**config.mk**
```make
export PLATFORM = sky130hd
export DESIGN_NAME = psdsqrt_seq_ctrl
export DESIGN_NICKNAME = d
export VERILOG_FILES = /design/src/rtl/psdsqrt_pkg.sv /design/src/rtl/psdsqrt_cyc_counter.sv /design/src/rtl/psdsqrt_seq_ctrl.sv
export SDC_FILE = /design/constraint.sdc
export NUM_CORES = 1
export LEC_CHECK = 0
export BUFFER_PORTS_ARGS = -buffer_cell sky130_fd_sc_hd__buf_4
export CORE_MARGIN = 4
export CORE_UTILIZATION = 47
export CTS_CLUSTER_DIAMETER = 80
export DETAILED_ROUTE_END_ITERATION = 10
export PLACE_DENSITY = 0.8
export SLEW_MARGIN = 20
export SYNTH_ARGS = -nofsm -noshare
export SYNTH_HDL_FRONTEND = slang
export SYNTH_SLANG_ARGS = --single-unit
```
**constraint.sdc**
```tcl
create_clock -name clock -period 2.35 [get_ports clock]
set_input_delay 0.47 -clock clock [delete_from_list [all_inputs] [get_ports clock]]
set_output_delay 0.47 -clock clock [all_outputs]
set_load 0.05 [all_outputs]
```
**src/rtl/psdsqrt_pkg.sv**
```systemverilog
`default_nettype none
// ============================================================================
// Module      : psdsqrt_pkg
// Description : Shared definitions for the psdsqrt sequencing controller and
//               the psdsqrt datapath bench: default operand geometry, the
//               controller state encoding and the cycle-budget helpers.
// Revision    : 1.0 - initial release
// ============================================================================
package psdsqrt_pkg;

    // Default operand width and extra-iteration count of the psdsqrt unit.
    localparam int DEFAULT_NBITSIN = 32;
    localparam int DEFAULT_K       = 8;

    // Controller states, explicitly encoded on 3 bits.
    typedef enum logic [2:0] {
        ST_IDLE    = 3'd0,
        ST_START   = 3'd1,
        ST_WAIT    = 3'd2,
        ST_STOP    = 3'd3,
        ST_CAPTURE = 3'd4,
        ST_DONE    = 3'd5
    } state_t;

    // Number of wait cycles psdsqrt needs between start and stop.
    function automatic int ncycles(input int nbitsin, input int k);
        return (nbitsin + k) / 2;
    endfunction

    // Width of a counter that must hold n-1; never narrower than one bit.
    function automatic int cnt_width(input int n);
        return (n > 1) ? $clog2(n) : 1;
    endfunction

endpackage
`default_nettype wire

```
**src/rtl/psdsqrt_cyc_counter.sv**
```systemverilog
`default_nettype none
// ============================================================================
// Module      : psdsqrt_cyc_counter
// Description : Loadable down-counter with a zero flag. A load takes priority
//               over a decrement; the count saturates at zero.
// Ports       : clock    - rising-edge clock
//               reset_n  - asynchronous active-low reset (count -> 0)
//               load     - load load_val on the next edge
//               load_val - value to load
//               dec      - decrement on the next edge
//               zero     - high while the count is zero
// Revision    : 1.0 - initial release
// ============================================================================
module psdsqrt_cyc_counter #(
    parameter int WIDTH = 5
) (
    input  logic             clock,
    input  logic             reset_n,
    input  logic             load,
    input  logic [WIDTH-1:0] load_val,
    input  logic             dec,
    output logic             zero
);

    logic [WIDTH-1:0] r_count;

    always_ff @(posedge clock or negedge reset_n) begin
        if (!reset_n) begin
            r_count <= '0;
        end else if (load) begin
            r_count <= load_val;
        end else if (dec && (r_count != '0)) begin
            r_count <= r_count - 1'b1;
        end
    end

    assign zero = (r_count == '0);

endmodule
`default_nettype wire

```
**src/rtl/psdsqrt_seq_ctrl.sv**
```systemverilog
`default_nettype none
// ============================================================================
// Module      : psdsqrt_seq_ctrl
// Description : Sequencer in front of the psdsqrt square-root unit. Accepts
//               an operand on a valid/ready port, issues the start pulse,
//               waits the datapath's cycle budget, issues the stop pulse,
//               captures the root and offers it on a valid/ready port.
// Ports       : clock, reset_n          - clock / async active-low reset
//               in_valid, in_ready, in_x - operand handshake
//               sqrt_xin, sqrt_start,
//               sqrt_stop, sqrt_res      - psdsqrt datapath interface
//               out_valid, out_ready,
//               out_sqrt                 - result handshake
//               busy                     - high in every state but IDLE
// Revision    : 1.0 - initial release
// ============================================================================
module psdsqrt_seq_ctrl
    import psdsqrt_pkg::*;
#(
    parameter int NBITSIN = DEFAULT_NBITSIN,
    parameter int K       = DEFAULT_K
) (
    input  logic                   clock,
    input  logic                   reset_n,
    input  logic                   in_valid,
    output logic                   in_ready,
    input  logic [NBITSIN-1:0]     in_x,
    output logic [NBITSIN-1:0]     sqrt_xin,
    output logic                   sqrt_start,
    output logic                   sqrt_stop,
    input  logic [NBITSIN/2-1:0]   sqrt_res,
    output logic                   out_valid,
    input  logic                   out_ready,
    output logic [NBITSIN/2-1:0]   out_sqrt,
    output logic                   busy
);

    localparam int                   NCYCLES   = ncycles(NBITSIN, K);
    localparam int                   CNT_WIDTH = cnt_width(NCYCLES);
    localparam logic [CNT_WIDTH-1:0] CNT_LOAD  = CNT_WIDTH'(NCYCLES - 1);

    // psdsqrt only produces a well-formed root for even widths.
    generate
        if (((NBITSIN % 2) != 0) || (((NBITSIN + K) % 2) != 0)) begin : g_bad_params
            $error("psdsqrt_seq_ctrl: NBITSIN and NBITSIN+K must both be even");
        end
    endgenerate

    state_t                 r_state;
    state_t                 w_next_state;
    logic                   r_in_ready;
    logic [NBITSIN-1:0]     r_xin;
    logic [NBITSIN/2-1:0]   r_root;
    logic                   w_accept;
    logic                   w_cnt_load;
    logic                   w_cnt_dec;
    logic                   w_cnt_zero;

    assign w_accept = (r_state == ST_IDLE) && in_valid && r_in_ready;

    psdsqrt_cyc_counter #(
        .WIDTH (CNT_WIDTH)
    ) u_cyc_counter (
        .clock    (clock),
        .reset_n  (reset_n),
        .load     (w_cnt_load),
        .load_val (CNT_LOAD),
        .dec      (w_cnt_dec),
        .zero     (w_cnt_zero)
    );

    // Next-state decode. WAIT is entered with NCYCLES-1 in the counter and
    // left in the cycle the counter reads zero, giving exactly NCYCLES
    // WAIT cycles.
    always_comb begin
        w_next_state = r_state;
        w_cnt_load   = 1'b0;
        w_cnt_dec    = 1'b0;
        case (r_state)
            ST_IDLE: begin
                if (w_accept) begin
                    w_next_state = ST_START;
                end
            end
            ST_START: begin
                w_cnt_load   = 1'b1;
                w_next_state = ST_WAIT;
            end
            ST_WAIT: begin
                if (w_cnt_zero) begin
                    w_next_state = ST_STOP;
                end else begin
                    w_cnt_dec = 1'b1;
                end
            end
            ST_STOP: begin
                w_next_state = ST_CAPTURE;
            end
            ST_CAPTURE: begin
                w_next_state = ST_DONE;
            end
            ST_DONE: begin
                if (out_ready) begin
                    w_next_state = ST_IDLE;
                end
            end
            default: begin
                w_next_state = ST_IDLE;
            end
        endcase
    end

    // in_ready is registered from the next state so that it is low during
    // reset and first reads high one edge after reset release.
    always_ff @(posedge clock or negedge reset_n) begin
        if (!reset_n) begin
            r_state    <= ST_IDLE;
            r_in_ready <= 1'b0;
            r_xin      <= '0;
            r_root     <= '0;
        end else begin
            r_state    <= w_next_state;
            r_in_ready <= (w_next_state == ST_IDLE);
            if (w_accept) begin
                r_xin <= in_x;
            end
            if (r_state == ST_CAPTURE) begin
                r_root <= sqrt_res;
            end
        end
    end

    assign in_ready   = r_in_ready;
    assign sqrt_xin   = r_xin;
    assign out_sqrt   = r_root;
    assign sqrt_start = (r_state == ST_START);
    assign sqrt_stop  = (r_state == ST_STOP);
    assign out_valid  = (r_state == ST_DONE);
    assign busy       = (r_state != ST_IDLE);

endmodule
`default_nettype wire

```
* Word level (Yosys, flattened, before mapping)
Index checks and enable logic that the tools add are counted. W data, S select, Z words.
Cells by class: add/subtract/negate cells 1, equality and inequality tests 5, multiplexer cells 9, reductions and logical operators 9
Operator list (number):
- $pmux W3 S6 | 1
- $mux W5 | 2
- $mux W3 | 3
- $eq A3 B2 Y1 const B | 2
- $eq A3 B3 Y1 const B | 2
- $logic_not A3 Y1 | 2
- $logic_not A5 Y1 | 1
- $reduce_bool A5 Y1 | 1
- $sub A5 B1 Y5 const B | 1
- $eq A3 B1 Y1 const B | 1
- $logic_and A1 B1 Y1 | 3
- $mux W1 | 3
- $reduce_bool A3 Y1 | 1
- $reduce_bool A2 Y1 | 1
Word-level totals: bits in registers 57, input bits 52, output and inout port bits 53, logic and storage cells 29

* Depth between registers and ports, before layout
Gate-level depths: netlist (run 1).
depth in word-level cells 6, mapped depth 6, gate-level depth less buffers 5

* Cells and area by module
A second synthesis (run 1) with hierarchy kept.
Unflattened totals: cells, all modules 159, area total of the unflattened synthesis 2521.2 um^2
By module, submodules not included:
- psdsqrt_seq_ctrl | times used 1, cells an instance 127, area an instance 2217.1 um^2, sequential area each 1301.2 um^2
- psdsqrt_cyc_counter | times used 1, cells an instance 32, area an instance 304.0 um^2, sequential area each 125.1 um^2

* Least setup slack after synthesis (run 1)
No wires, ideal clock.
path type flip-flop to output port, start reg r_state[2], end out sqrt_stop, arrival time 1.301 ns, required time 1.880 ns, slack 0.579 ns, stages on the path, launching flop included 4, buffers on the path 1, path through dfrtp_1 > buf_4 > nor2b_1 > and2_1
On the way: cells in the longest elaborated chain, start to end 1
Ends and longest elaborated chain:
- start, declared | line psdsqrt_seq_ctrl.sv:49 | state_t r_state;
- start signal, assigned | line psdsqrt_seq_ctrl.sv:122 | r_state <= w_next_state;
- $eq A3 B2 Y1 | line psdsqrt_seq_ctrl.sv:137 | assign sqrt_stop = (r_state == ST_STOP);
- end, declared | line psdsqrt_seq_ctrl.sv:30 | output logic sqrt_stop,
No other way between the ends.

* Final worst setup path (run 1)
start reg r_state[2], end out sqrt_start
On the way: cells in the longest elaborated chain, start to end 1
Ends and longest elaborated chain:
- $eq A3 B1 Y1 | line psdsqrt_seq_ctrl.sv:136 | assign sqrt_start = (r_state == ST_START);
- end, declared | line psdsqrt_seq_ctrl.sv:29 | output logic sqrt_start,
No other way between the ends.

==> PnR_summary.wiki, run 1 <==
{| class="wikitable"
! Metric !! Value
|-
| Largest fanout of any net on the critical path || 12
|-
| Count of buffers inserted at the top-level ports || 104
|-
| Post-synthesis instance total || 166
|-
| Number of enable-type register cells in the synthesized netlist || 0
|-
| Clock Tree Root || clkbuf_8
|-
| Ports placed on the boundary || 105
|-
| Wire length per cell after detailed routing || 15.7 microns
|-
| First-pass GRT wire length || 8490 microns
|-
| Area share of the largest cell type after synthesis || 60.5%
|-
| Data required time of the worst path || 1880 ps
|-
| Synthesized netlist net count || 220
|-
| Maxcap violations || 0
|-
| Highest Clock Rate || 0.509 GHz
|-
| Cell type with the largest total area after synthesis || dfrtp_1
|-
| Die outline width || 78.8 microns
|-
| Summed instance area of the synthesized netlist || 2360 sq um
|-
| Maximum clock path buffer count || 2
|-
| First-pass iteration count of the detailed router || 4
|-
| Minimum clock period || 1970 ps
|-
| Number of slew-limit violations in the final report || 0
|-
| Proportion of layout cells with a drive suffix above 1 || 61.9%
|-
| Maximum number of pins on one net before global-route repair || 58
|-
| Clock input transition at the sequential cells of the worst setup and hold paths || 60 ps
|-
| Worst-case clock skew || 5.05 ps
|-
| Relative slew slack || 53.6%
|-
| Synth area leaders || dfrtp_1 60%, mux2_2 22%, buf_4 1.9%
|-
| Critical path arrival || 1500 ps
|-
| Period Utilization, post-route || 83.7%
|-
| Clock sinks || 57
|-
| Vertical die dimension || 78.8 microns
|-
| Run status || finished clean
|-
| Row cnt || 25
|-
| Seq/Total Area, Yosys || 60.5%
|-
| Most instantiated flip-flop cell in the synthesis netlist || dfrtp_1
|-
| Total overflow reported by the global router || 0
|-
| Most repeated cell in the gate-level netlist after synthesis || dfrtp_1
|-
| Avg Inst Size Synth || 14.2 sq um
|-
| Element type at the critical path start || flip-flop
|-
| Clock insertion delay at the later pin of the skew report || 320 ps
|-
| Distinct cell type count after synthesis || 34
|-
| Number of warning messages in the yosys log || 0
|-
| RSZ-0062 raised after global routing || no
|-
| Ratio of routed vias to standard cells || 4.96
|-
| Maximum level of the CTS H-tree || 3
|-
| Number of hold buffers added after CTS || 0
|-
| Initial DRC Count || 74
|-
| DRC violation count after routing || 0
|-
| Number of global-route vias before repair || 1721
|-
| Worst Setup Path Type || reg2out
|-
| Aggregate negative setup slack || 0 ps
|-
| Slew at the pin with the worst max-slew slack || 696 ps
|-
| Seq cells post-synth || 57
|-
| Post-synthesis async set-or-reset flop share || 100%
|-
| Initial Util || 49.3%
|-
| Total of endpoints with negative setup slack in the final report || 0
|-
| Placer Congestion || 0.792
|-
| Layout Area Growth over Synthesis || 42.7%
|-
| Post-cts repair resize count || 0
|-
| Area of the die || 6220 sq um
|-
| Final-stage net count || 328
|-
| Vias after detailed routing || 1712
|-
| Total count of hold-check failures in the final report || 0
|-
| Antenna-violating nets left || 0
|-
| Total inserted antenna cells || 0
|-
| TritonCTS clock tree || built
|-
| Area of the placeable core || 4790 sq um
|-
| CTS Buf Count || 9
|-
| Total track usage || 17.7%
|-
| Number of antenna violations at the first check in global routing || 0
|-
| HP Class || in2async
|-
| Top cells by instance count after synthesis || 57 x dfrtp_1, 47 x mux2_2, 6 x buf_4, 6 x inv_1, 6 x nor2_1
|-
| Setup fix buffers added after clock tree synthesis || 0
|-
| Capturing element type of the critical path || output port
|-
| DRT Wirelength || 5420 microns
|}
## cells in the final DEF (no fill, tap or decap), types with 2 or more instances in the layout
cell and instances:
dfrtp_1 57, nand3_1 2, ha_1 2, and2_1 3
nand2b_1 3, mux2_2 47, inv_1 6, o32a_1 2
nor3b_1 2, clkbuf_8 12, and3_1 2, nor2_1 6
clkinv_2 3, a21oi_1 2, buf_4 108, a32oi_1 2
nand2_1 3
## layer usage
layer,vias up,track usage (%),routed length [microns],part of all wire (%)
met1,816,22.8,2300,42
met3,5,6.69,509,9.4
met4,0,7.22,48,0.88
li1,798,-,-,-
met2,93,27.0,2570,47
met5,-,0,0,0
## layout make-up
cell class	count	area [sq um]
Inverter	6	22.5
Fill cell	353	1420
Tap cell	67	83.8
Sequential cell	57	1430
Clock buffer	12	165
Timing Repair Buffer	108	811
Multi-Input combinational cell	92	841
Clock inverter	3	15.0
## registers in the layout (all words and copies together) (netlist names)
register / count
r_state: 3
sqrt_xin: 32
in_ready: 1
out_sqrt: 16
u_cyc_counter.r_count: 5
## kinds of logic after synthesis
group,count (synthesis),share of synthesized area (%)
adder cells (fa/ha/maj),2,1.06
AND/OR/NAND/NOR,28,6.95
flip-flops,57,60.5
XOR/XNOR,1,0.371
multiplexers,48,22.9
AO/OA/AOI/OAI,13,4.35
buffers and inverters,17,3.87
## worst max-delay path, stage by stage, from the launching register on
cell     delay, ps
dfrtp_1        520
nor2_1         290
and2_1         170
buf_4          190
## metrics by stage
step / cell area, sq um / cells / setup WS, ps / hold slack (ps) / util (%)
after floorplan: 2360 / 166 / 579 / 174 / -
after global placement: 3180 / 330 / 529 / 470 / 66.5
after detailed placement: 3180 / 330 / 487 / 478 / 66.5
after CTS: 3360 / 345 / 396 / 211 / 70.3
after global routing: 3360 / 345 / 299 / 245 / 70.3
final: 3360 / 345 / 384 / 183 / 70.3
## worst paths after layout
path	start	to	slack [ps]	cells past startpoint
min reg2reg	sqrt_xin[13]	sqrt_xin[13]	480	1
max in group asynchronous	reset_n	out_sqrt[8]	1690	1
max	r_state[2]	sqrt_start	380	3
min in group clock	in_x[13]	sqrt_xin[13]	370	2
min	reset_n	sqrt_xin[25]	180	1
max reg2reg	u_cyc_counter.r_count[0]	u_cyc_counter.r_count[0]	470	5
Power of run 1 is not shown: default switching activity piles up to over one toggle a cycle in this logic, so the estimate is an artifact.
==> inputs of run 2 (changes only) <==
==> constraint.sdc (replaced) <==
create_clock -name clock -period 2 [get_ports clock]
set_input_delay 0.4 -clock clock [delete_from_list [all_inputs] [get_ports clock]]
set_output_delay 0.4 -clock clock [all_outputs]
set_load 0.05 [all_outputs]
==> run 2 against run 1 <==
Compared with the run above: final area rose by 1.5%; flip-flop and latch count unchanged; worst setup slack got worse by 260 ps; sequential share of layout area is 0.62 points lower; die area is the same; core utilization rose by 1.0 points; critical endpoint is now sqrt_stop; count of clock-buffer cells in the layout up 2; clock skew down 0.61 ps; critical path type unchanged; first-iteration DRC count decreased by 36%.
==> PnR_summary.wiki, run 2 (synthesis results as in run 1) <==
{| class="wikitable"
! Metric !! Value
|-
| Layout Area Growth over Synthesis || 44.8%
|-
| Clock insertion delay at the later pin of the skew report || 320 ps (about the same)
|-
| Element type at the critical path start || flip-flop
|-
| DRC violation count after routing || 0 (unchanged)
|-
| Wire length per cell after detailed routing || 15.2 microns (-3.5%)
|-
| Highest-delay cell along the critical path || dfrtp_1
|-
| Area of the die || 6220 sq um (unchanged)
|-
| First-pass GRT wire length || 8320 microns (-2.0%)
|-
| Most congested layer reported by global routing || met2
|-
| Total inserted antenna cells || 0 (unchanged)
|-
| Global-route track usage on met3 || 6.58% (-0.11 points)
|-
| Clock sinks || 57 (unchanged)
|-
| TritonCTS clock tree || built
|-
| Period Utilization, post-route || 94.1%
|-
| Met2 global-route usage || 27.6% (+0.59 points)
|-
| CP cell instances || nor2b_1 > and2_1 > buf_4
|-
| Total overflow reported by the global router || 0 (unchanged)
|-
| Data required time of the worst path || 1600 ps (-280 ps)
|-
| Clock Tree Root || clkbuf_8
|-
| Highest Clock Rate || 0.532 GHz
|-
| Number of slew-limit violations in the final report || 0 (unchanged)
|-
| Clock input transition at the sequential cells of the worst setup and hold paths || 60 ps (about the same)
|-
| Sum of net half-perimeters after detailed placement || 3860 microns
|-
| Final-stage net count || 329 (+0.30%)
|-
| Relative slew slack || 53.8% (+0.21 points)
|-
| Antenna-violating nets left || 0 (unchanged)
|-
| Number of hold buffers added after CTS || 0 (unchanged)
|-
| Area of the placeable core || 4790 sq um (unchanged)
|-
| Largest fanout of any net on the critical path || 10 (-2)
|-
| Number of antenna violations at the first check in global routing || 0 (unchanged)
|-
| Maxcap violations || 0 (unchanged)
|-
| RSZ-0062 raised after global routing || no
|-
| Maximum number of pins on one net before global-route repair || 58 (unchanged)
|-
| Maximum clock path buffer count || 2 (unchanged)
|-
| Number of global-route vias before repair || 1714 (-0.41%)
|-
| Slew at the pin with the worst max-slew slack || 692 ps (-3.12 ps)
|-
| DRT Wirelength || 5270 microns (-2.9%)
|-
| Total count of hold-check failures in the final report || 0 (unchanged)
|-
| CTS Buf Count || 9 (unchanged)
|-
| Capturing element type of the critical path || output port
|-
| Max FFs per register || 32 (unchanged)
|-
| Top library cells by usage in the layout, fill and taps aside || 108 x buf_4, 57 x dfrtp_1, 47 x mux2_2
|-
| Vertical die dimension || 78.8 microns (unchanged)
|-
| Aggregate negative setup slack || 0 ps (unchanged)
|-
| Proportion of layout cells with a drive suffix above 1 || 61.8% (-0.085 points)
|-
| Maximum level of the CTS H-tree || 3 (unchanged)
|-
| Total of endpoints with negative setup slack in the final report || 0 (unchanged)
|-
| Total track usage || 17.7% (-0.032 points)
|-
| Ratio of routed vias to standard cells || 4.97 (about the same)
|-
| Largest stage delay, worst path || 570 ps (+50 ps)
|-
| Count of buffers inserted at the top-level ports || 104 (unchanged)
|-
| Worst Setup Path Type || reg2out
|-
| Critical path arrival || 1480 ps (-20 ps)
|-
| Most frequent standard cell in the layout excluding fill and tap cells || buf_4
|-
| Row cnt || 25 (unchanged)
|-
| Vias after detailed routing || 1723 (+0.64%)
|-
| Worst-case clock skew || 4.43 ps (-0.614 ps)
|-
| Met1 GRT Util || 21.9% (-0.91 points)
|-
| Initial DRC Count || 47 (-36%)
|-
| HP Class || in2async
|-
| Run status || finished clean
|-
| Initial Util || 49.3% (unchanged)
|-
| Placer Congestion || 0.848 (+7.0%)
|-
| Fill cells || 359 (+1.7%)
|-
| Minimum clock period || 1880 ps
|-
| First-pass iteration count of the detailed router || 5 (+1)
|-
| Die outline width || 78.8 microns (unchanged)
|-
| Ports placed on the boundary || 105 (unchanged)
|}
run 2: cell types whose count changed in the layout (fill, tap and decap cells not counted):
cell       previous run  this run
clkbuf_1              0         2
clkinv_2              3         1
buf_12                0         1
bufinv_16             0         1
nor2_1                6         5
nor2_2                0         1
run 2: worst paths after layout:
path	startpoint	endpoint	slack, ps	cells past startpoint
min in group clock	in_x[13]	sqrt_xin[13]	300	2
max in group asynchronous	reset_n	sqrt_xin[6]	1410	1
setup / recovery	r_state[1]	sqrt_stop	120	3
setup reg to reg	u_cyc_counter.r_count[0]	u_cyc_counter.r_count[0]	180	5
hold / removal	reset_n	sqrt_xin[25]	130	1
hold reg to reg	sqrt_xin[13]	sqrt_xin[13]	490	1
run 2: metrics by stage:
| stage | util, % | std cells | worst slack [ps] | hold WS (ps) | area (sq um) |
|---|---|---|---|---|---|
| 2_1_floorplan | - | 166 | 287 | 104 | 2360 |
| 3_3_place_gp | 67.0 | 331 | 236 | 474 | 3200 |
| 3_5_place_dp | 67.0 | 331 | 194 | 480 | 3200 |
| 4_1_cts | 71.3 | 347 | 24.5 | 142 | 3410 |
| 5_1_grt | 71.3 | 347 | 29.2 | 161 | 3410 |
| 6_report | 71.3 | 347 | 119 | 129 | 3410 |
run 2: layer usage:
metal	share of wire [%]	up-vias
met5	0	-
li1	-	811
met4	2.6	0
met3	9.5	10
met1	41	814
met2	47	88
run 2: cell type report:
class	count	area (sq um)	share of cell area [%]
Clock inverter	2	35.0	1.03
Clock buffer	14	173	5.06
Sequential cell	57	1430	41.8
Multi-Input combinational cell	92	843	24.7
Tap cell	67	83.8	2.46
Inverter	6	22.5	0.660
Timing Repair Buffer	109	831	24.3
run 2: what timing repair did:
action / in CTS / in global routing
resized for setup: 0 / 1
buffers inserted: 0 / 0
setup endpoints to repair: 0 / 1
run 2: critical path: cells and delay by family (launching register included):
| kind | cells | cell delay [ps] |
|---|---|---|
| buffers and inverters | 1 | 210 |
| DFF | 1 | 570 |
| and+or+nand+nor | 2 | 380 |
Power of run 2 is left out for the same reason.
